$ cat config.mk
export PLATFORM = sky130hd
export DESIGN_NAME = seg7_scan_driver
export DESIGN_NICKNAME = d
export VERILOG_FILES = /design/src/rtl/seg7_pkg.sv /design/src/rtl/seg7_decode.sv /design/src/rtl/seg7_scan_driver.sv
export SDC_FILE = /design/constraint.sdc
export NUM_CORES = 1
export LEC_CHECK = 0
export ABC_AREA = 1
export CAP_MARGIN = 20
export CORE_UTILIZATION = 35
export CTS_CLUSTER_DIAMETER = 60
export CTS_CLUSTER_SIZE = 40
export DETAILED_ROUTE_END_ITERATION = 12
export PLACE_DENSITY_LB_ADDON = 0.05
export SKIP_CTS_REPAIR_TIMING = 1
export SYNTH_ARGS = -nofsm -noshare
export SYNTH_HDL_FRONTEND = slang
export SYNTH_HIERARCHICAL = 1
export SYNTH_SLANG_ARGS = --single-unit
$ cat constraint.sdc
create_clock -name clk -period 2.3 [get_ports clk]
set_clock_uncertainty 0.15 [all_clocks]
set_input_delay 0.46 -clock clk [delete_from_list [all_inputs] [get_ports clk]]
set_output_delay 0.46 -clock clk [all_outputs]
set_load 0.005 [all_outputs]
$ cat src/rtl/seg7_pkg.sv
// seg7_pkg: shared constants for the seven-segment display driver.
// Segment patterns are active low, bit0 = a ... bit6 = g.
package seg7_pkg;

  localparam logic [6:0] SEG_BLANK = 7'h7F;

  localparam logic [6:0] SEG_TABLE [16] = '{
    7'h40, 7'h79, 7'h24, 7'h30, 7'h19, 7'h12, 7'h02, 7'h78,
    7'h00, 7'h10, 7'h08, 7'h03, 7'h46, 7'h21, 7'h06, 7'h0E
  };

  function automatic logic [6:0] hex_to_seg(input logic [3:0] nibble);
    return SEG_TABLE[nibble];
  endfunction

endpackage

$ cat src/rtl/seg7_decode.sv
// seg7_decode: one digit worth of segment pattern. Both qualifiers darken the
// digit, so their relative priority does not matter here.
module seg7_decode
  import seg7_pkg::*;
(
  input  logic [3:0] i_nibble,
  input  logic       i_blank,
  input  logic       i_lz,
  output logic [6:0] o_seg
);

  assign o_seg = (i_blank || i_lz) ? SEG_BLANK : hex_to_seg(i_nibble);

endmodule

$ cat src/rtl/seg7_scan_driver.sv
// seg7_scan_driver: N-digit hex display driver, static or scanned outputs.
// Loads land in a shadow set and are copied to the active set immediately
// (static) or on the next frame boundary (scanned) so a frame never tears.
// Optional decimal points: define SEG7_DP_EN.
module seg7_scan_driver
  import seg7_pkg::*;
#(
  parameter int DIGITS       = 8,
  parameter int SCANNED      = 0,
  parameter int SCAN_DIV     = 16384,
  parameter int BLINK_FRAMES = 64
) (
  input  logic                  clk,
  input  logic                  reset_in,
  input  logic [4*DIGITS-1:0]   value,
  input  logic [DIGITS-1:0]     blank_mask,
  input  logic [DIGITS-1:0]     blink_mask,
  input  logic                  lz_suppress,
  input  logic                  load,
`ifdef SEG7_DP_EN
  input  logic [DIGITS-1:0]     dp_mask,
  output logic [DIGITS-1:0]     dp_static,
  output logic                  dp_scan,
`endif
  output logic                  pending,
  output logic                  frame_tick,
  output logic [7*DIGITS-1:0]   seg_static,
  output logic [6:0]            seg_scan,
  output logic [DIGITS-1:0]     dig_en
);

  localparam int PW = (SCAN_DIV > 1) ? $clog2(SCAN_DIV) : 1;
  localparam int IW = (DIGITS > 1) ? $clog2(DIGITS) : 1;
  localparam int BW = (BLINK_FRAMES > 1) ? $clog2(BLINK_FRAMES) : 1;
  localparam logic [PW-1:0] PRESC_TC = PW'(SCAN_DIV - 1);
  localparam logic [IW-1:0] IDX_LAST = IW'(DIGITS - 1);
  localparam logic [BW-1:0] BLINK_TC = BW'(BLINK_FRAMES - 1);

  logic [PW-1:0]         r_presc;
  logic [IW-1:0]         r_idx;
  logic [BW-1:0]         r_blink_cnt;
  logic                  r_blink_phase;
  logic                  r_frame_tick;
  logic                  r_pending;
  logic [4*DIGITS-1:0]   r_sh_value,  r_act_value;
  logic [DIGITS-1:0]     r_sh_blank,  r_act_blank;
  logic [DIGITS-1:0]     r_sh_blink,  r_act_blink;
  logic                  r_sh_lz,     r_act_lz;
  logic [7*DIGITS-1:0]   r_seg_static;
  logic [6:0]            r_seg_scan;
  logic [DIGITS-1:0]     r_dig_en;

  logic                  w_presc_tc;
  logic                  w_frame;
  logic                  w_apply;
  logic [DIGITS-1:0]     w_dark;
  logic [DIGITS-1:0]     w_lz;
  logic [7*DIGITS-1:0]   w_seg_all;
  logic [6:0]            w_seg_one;

  assign w_presc_tc = (r_presc == PRESC_TC);
  assign w_frame    = w_presc_tc && (r_idx == IDX_LAST);
  // Static mode has no tearing to avoid, so the copy happens on the next edge.
  assign w_apply    = r_pending && ((SCANNED == 0) || w_frame);
  assign w_dark     = r_act_blank | (r_act_blink & {DIGITS{r_blink_phase}});

  // Slot prescaler, digit index and frame pulse.
  always_ff @(posedge clk or negedge reset_in) begin
    if (!reset_in) begin
      r_presc      <= '0;
      r_idx        <= '0;
      r_frame_tick <= 1'b0;
    end else begin
      r_frame_tick <= w_frame;
      if (w_presc_tc) begin
        r_presc <= '0;
        r_idx   <= (r_idx == IDX_LAST) ? '0 : r_idx + 1'b1;
      end else begin
        r_presc <= r_presc + 1'b1;
      end
    end
  end

  // Blink phase flips every BLINK_FRAMES frames.
  always_ff @(posedge clk or negedge reset_in) begin
    if (!reset_in) begin
      r_blink_cnt   <= '0;
      r_blink_phase <= 1'b0;
    end else if (w_frame) begin
      if (r_blink_cnt == BLINK_TC) begin
        r_blink_cnt   <= '0;
        r_blink_phase <= ~r_blink_phase;
      end else begin
        r_blink_cnt <= r_blink_cnt + 1'b1;
      end
    end
  end

  // Shadow/active handshake; a load on the apply edge still applies the old shadow.
  always_ff @(posedge clk or negedge reset_in) begin
    if (!reset_in) begin
      r_sh_value  <= '0;
      r_sh_blank  <= '0;
      r_sh_blink  <= '0;
      r_sh_lz     <= 1'b0;
      r_act_value <= '0;
      r_act_blank <= '0;
      r_act_blink <= '0;
      r_act_lz    <= 1'b0;
      r_pending   <= 1'b0;
    end else begin
      if (w_apply) begin
        r_act_value <= r_sh_value;
        r_act_blank <= r_sh_blank;
        r_act_blink <= r_sh_blink;
        r_act_lz    <= r_sh_lz;
      end
      if (load) begin
        r_sh_value <= value;
        r_sh_blank <= blank_mask;
        r_sh_blink <= blink_mask;
        r_sh_lz    <= lz_suppress;
        r_pending  <= 1'b1;
      end else if (w_apply) begin
        r_pending <= 1'b0;
      end
    end
  end

  // Leading zeros: walk down from the top digit until the first nonzero nibble.
  always_comb begin
    logic v_seen;
    v_seen = 1'b0;
    w_lz   = '0;
    for (int d = DIGITS - 1; d >= 0; d--) begin
      if (r_act_value[4*d +: 4] != 4'h0) v_seen = 1'b1;
      w_lz[d] = r_act_lz && !v_seen && (d != 0);
    end
  end

  generate
    if (SCANNED == 0) begin : g_static
      for (genvar d = 0; d < DIGITS; d++) begin : g_dig
        seg7_decode u_dec (
          .i_nibble (r_act_value[4*d +: 4]),
          .i_blank  (w_dark[d]),
          .i_lz     (w_lz[d]),
          .o_seg    (w_seg_all[7*d +: 7])
        );
      end
      assign w_seg_one = SEG_BLANK;
    end else begin : g_scan
      seg7_decode u_dec (
        .i_nibble (r_act_value[4*r_idx +: 4]),
        .i_blank  (w_dark[r_idx]),
        .i_lz     (w_lz[r_idx]),
        .o_seg    (w_seg_one)
      );
      assign w_seg_all = '1;
    end
  endgenerate

  // Registered pins; the first cycle of every slot keeps all digits off to avoid ghosting.
  always_ff @(posedge clk or negedge reset_in) begin
    if (!reset_in) begin
      r_seg_static <= {DIGITS{SEG_BLANK}};
      r_seg_scan   <= SEG_BLANK;
      r_dig_en     <= '1;
    end else if (SCANNED == 0) begin
      r_seg_static <= w_seg_all;
      r_seg_scan   <= SEG_BLANK;
      r_dig_en     <= '1;
    end else begin
      r_seg_static <= {DIGITS{SEG_BLANK}};
      r_seg_scan   <= w_seg_one;
      r_dig_en     <= (r_presc == '0) ? '1 : ~(DIGITS'(1) << r_idx);
    end
  end

`ifdef SEG7_DP_EN
  logic [DIGITS-1:0] r_sh_dp, r_act_dp, r_dp_static;
  logic              r_dp_scan;
  logic [DIGITS-1:0] w_dp_on;

  // Leading-zero suppression deliberately does not hide a lit point.
  assign w_dp_on = r_act_dp & ~w_dark;

  // Decimal points follow the same shadow/active handshake as the digits.
  always_ff @(posedge clk or negedge reset_in) begin
    if (!reset_in) begin
      r_sh_dp     <= '0;
      r_act_dp    <= '0;
      r_dp_static <= '1;
      r_dp_scan   <= 1'b1;
    end else begin
      if (w_apply) r_act_dp <= r_sh_dp;
      if (load)    r_sh_dp  <= dp_mask;
      r_dp_static <= (SCANNED == 0) ? ~w_dp_on : '1;
      r_dp_scan   <= (SCANNED == 0) ? 1'b1 : ~w_dp_on[r_idx];
    end
  end

  assign dp_static = r_dp_static;
  assign dp_scan   = r_dp_scan;
`endif

  assign pending    = r_pending;
  assign frame_tick = r_frame_tick;
  assign seg_static = r_seg_static;
  assign seg_scan   = r_seg_scan;
  assign dig_en     = r_dig_en;

endmodule
==> out/results.ini <==
[min_path]
whs_path_depth=3
hold_end=r_sh_value[3]
hold_path.class=input pin to flop
hold_start=load

[setup_path]
critPathSlowestCell=dfstp_2
crit_chain=clkdlybuf4s50_1
r2r_slack_ns=0.46
cp_top_family=flip-flops
end_kind=primary output
crit_buf_inv=1
slowest_delay_ns=0.54
rr_worst_depth=7
r2r_start=r_act_value[31]
critPathMaxFanout=1
worstSetupPathType=flop to primary output
r2r_end=seg_static[11]
crit_cells=1
critPathLaunchType=flop
cp_data_required_time_ns=1.69
worstPathArrival_ns=1.46

[clocking]
cts.clk_slew.worst_paths_ns=0.07
clock_path_buffers=2
cts_sinks=180
cts_tree=yes
worstSkewPairLatency_ns=0.42
root_buffer=clkbuf_16
cts.htree.levels=4
cts_buffers=17

[grt]
grt_pass1_vias=6444
grt_pass1_wl_mm=31.9
grt_max_degree=63
grt_usage_pct=15.1
gr-total-overflow=0
antenna_found_initial=2

[placed_design]
port-buffer-count=109
gp_congestion=0.846
place_ws_ns=0.424
dpl-instance-area_sq_um=10500
dp_cells=1426
hpwl_mm=13.6

[cells_and_area]
nFillCells=2480
fin_util_pct=43.9
drive_gt1_share_pct=15.9
finalNonFillerCells=1459
nets=1228
final_cell_mix=nand2_1 (220), nand3_1 (148), dfrtp_1 (123), inv_1 (118), clkdlybuf4s50_1 (107)
diodes=0
multi_input_area_sq_um=3800
layout_commonest_cell=nand2_1
final_area_sq_um=11100
seq_area_sq_um=4580
areaGrowthSynthToFinish_pct=21.7

[floorplan]
start_util_pct=36.0
fp.coreArea_sq_um=25400
fp.dieArea_sq_um=26800
fp.dieH_um=164
row_count=58
die_x_um=164
pin_count=125

[sta]
setup_viol=0
setup_ws_ns=0.233
finalHoldViolCount=0
slew_violations=0
whs_ns=0.293
worst-slew-pin-transition_ns=0.582
relSlewSlack_pct=61.2
rsz0062_at_grt=false
setup_tns_ns=0
post-route-period-util_pct=89.9
fmax_ghz=0.484
period_needed_ns=2.07

[logic_synthesis]
ys_seq_elements=180
yosysWarnings=6
seq_area_frac_synth_pct=50.0
mappedNetlistArea_sq_um=9160
avgSynthCellArea_sq_um=9.06
synthDistinctLibCells=32
synthCells=1011

[routing]
drc=0
wl_per_cell_um=13.0
drt_pass1_iterations=6
via_per_inst=4.59
totalWireLength_mm=19.0
ant_nets=0
num_vias=6700
drt_iter0_drc=322

[power_and_ir_drop]
ir_drop_v=0.000475
power_mw=8.60
pwr-share-comb_pct=18.5
powerDensity_nw_per_um2=772
p_sw_share_pct=26.3
p_leak_nw=5.26
switching_power_mw=2.26
internal-power_mw=6.34
p_clk_share_pct=35.9
share_seq_of_total_power_pct=45.7

[job]
maxCapViolations=0

[outcome]
status=complete, no violations

[final cells by class]
type                       count  share of cell area, %
multi-input combinational    667                   34.1
timing repair buffer         123                   11.2
sequential                   180                   41.1
tap                          330                   3.71
inverter                     127                   4.28
clock buffer                  25                   4.56
clock inverter                 7                   1.07
[worst max path at each step]
stage	slack, ns	from	to
global route	0.18	seg_static[6]	seg_static[6]
floorplan	0.75	r_presc[0]	r_blink_cnt[2]
global placement	0.44	r_act_value[31]	seg_static[12]
detailed placement	0.42	r_act_value[31]	seg_static[11]
finish	0.23	seg_static[44]	seg_static[44]
CTS	0.20	seg_static[44]	seg_static[44]
[cell families after synthesis]
logic type	Yosys count	share of synthesized area [%]
and+or+nand+nor	453	22.0
AOI/OAI and AO/OA	98	5.86
other	2	0.0820
adders and majority gates	60	8.20
DFF	180	50.0
xor gates and xnor gates	5	0.478
muxes	35	4.31
buffers and inverters	178	9.12
[flip-flops by register name, summed over array words and instances (netlist names)]
signal / cells
r_sh_blank: 8
frame_tick: 1
r_blink_phase: 1
seg_static: 56
r_idx: 3
r_sh_value: 32
r_act_lz: 1
r_sh_lz: 1
r_act_blank: 8
r_blink_cnt: 6
r_act_blink: 8
pending: 1
r_act_value: 32
r_sh_blink: 8
r_presc: 14
[routing by layer]
layer / wire length [um] / share of wire [%] / GRT usage (%)
met5: 25 / 0.13 / 0
met4: 245 / 1.3 / 5.01
met3: 780 / 4.1 / 3.41
met2: 8640 / 46 / 23.6
met1: 9280 / 49 / 20.6
[synth_stat cells]
cell type / instances / area share, %
buf_2: 7 / 0.38
ha_1: 60 / 8.2
o21ai_0: 62 / 3.4
nand4_1: 9 / 0.61
nor2_4: 3 / 0.37
dfrtp_1: 124 / 34
buf_4: 24 / 2.0
inv_1: 118 / 4.8
buf_6: 9 / 1.1
clkbuf_1: 10 / 0.41
nand3b_1: 1 / 0.082
xnor2_1: 3 / 0.29
or2_2: 1 / 0.068
nand2_4: 1 / 0.12
nand3_1: 148 / 8.1
xor2_1: 2 / 0.19
buf_1: 1 / 0.041
nor3_1: 8 / 0.44
nand2_1: 220 / 9.0
nand3_2: 1 / 0.11
dfstp_2: 56 / 16
a31oi_1: 1 / 0.068
inv_2: 9 / 0.37
nor2_2: 10 / 0.68
conb_1: 2 / 0.082
nor2_1: 40 / 1.6
o21ai_1: 8 / 0.44
nor4_1: 2 / 0.14
a21oi_1: 15 / 0.82
o21ai_2: 12 / 1.1
nand2_2: 9 / 0.61
mux2_2: 35 / 4.3
[power by group through the flow]
stage	Combinational (mW)	Clock [mW]	Sequential [mW]
after detailed placement	1.61	0	3.99
after global placement	1.62	0	3.99
final	1.59	3.08	3.93
after global routing	1.82	3.31	3.98
after floorplan	0.938	0	3.91
after CTS	1.62	3.21	3.94
No activity file was read; power rests on OpenSTA's default activity.
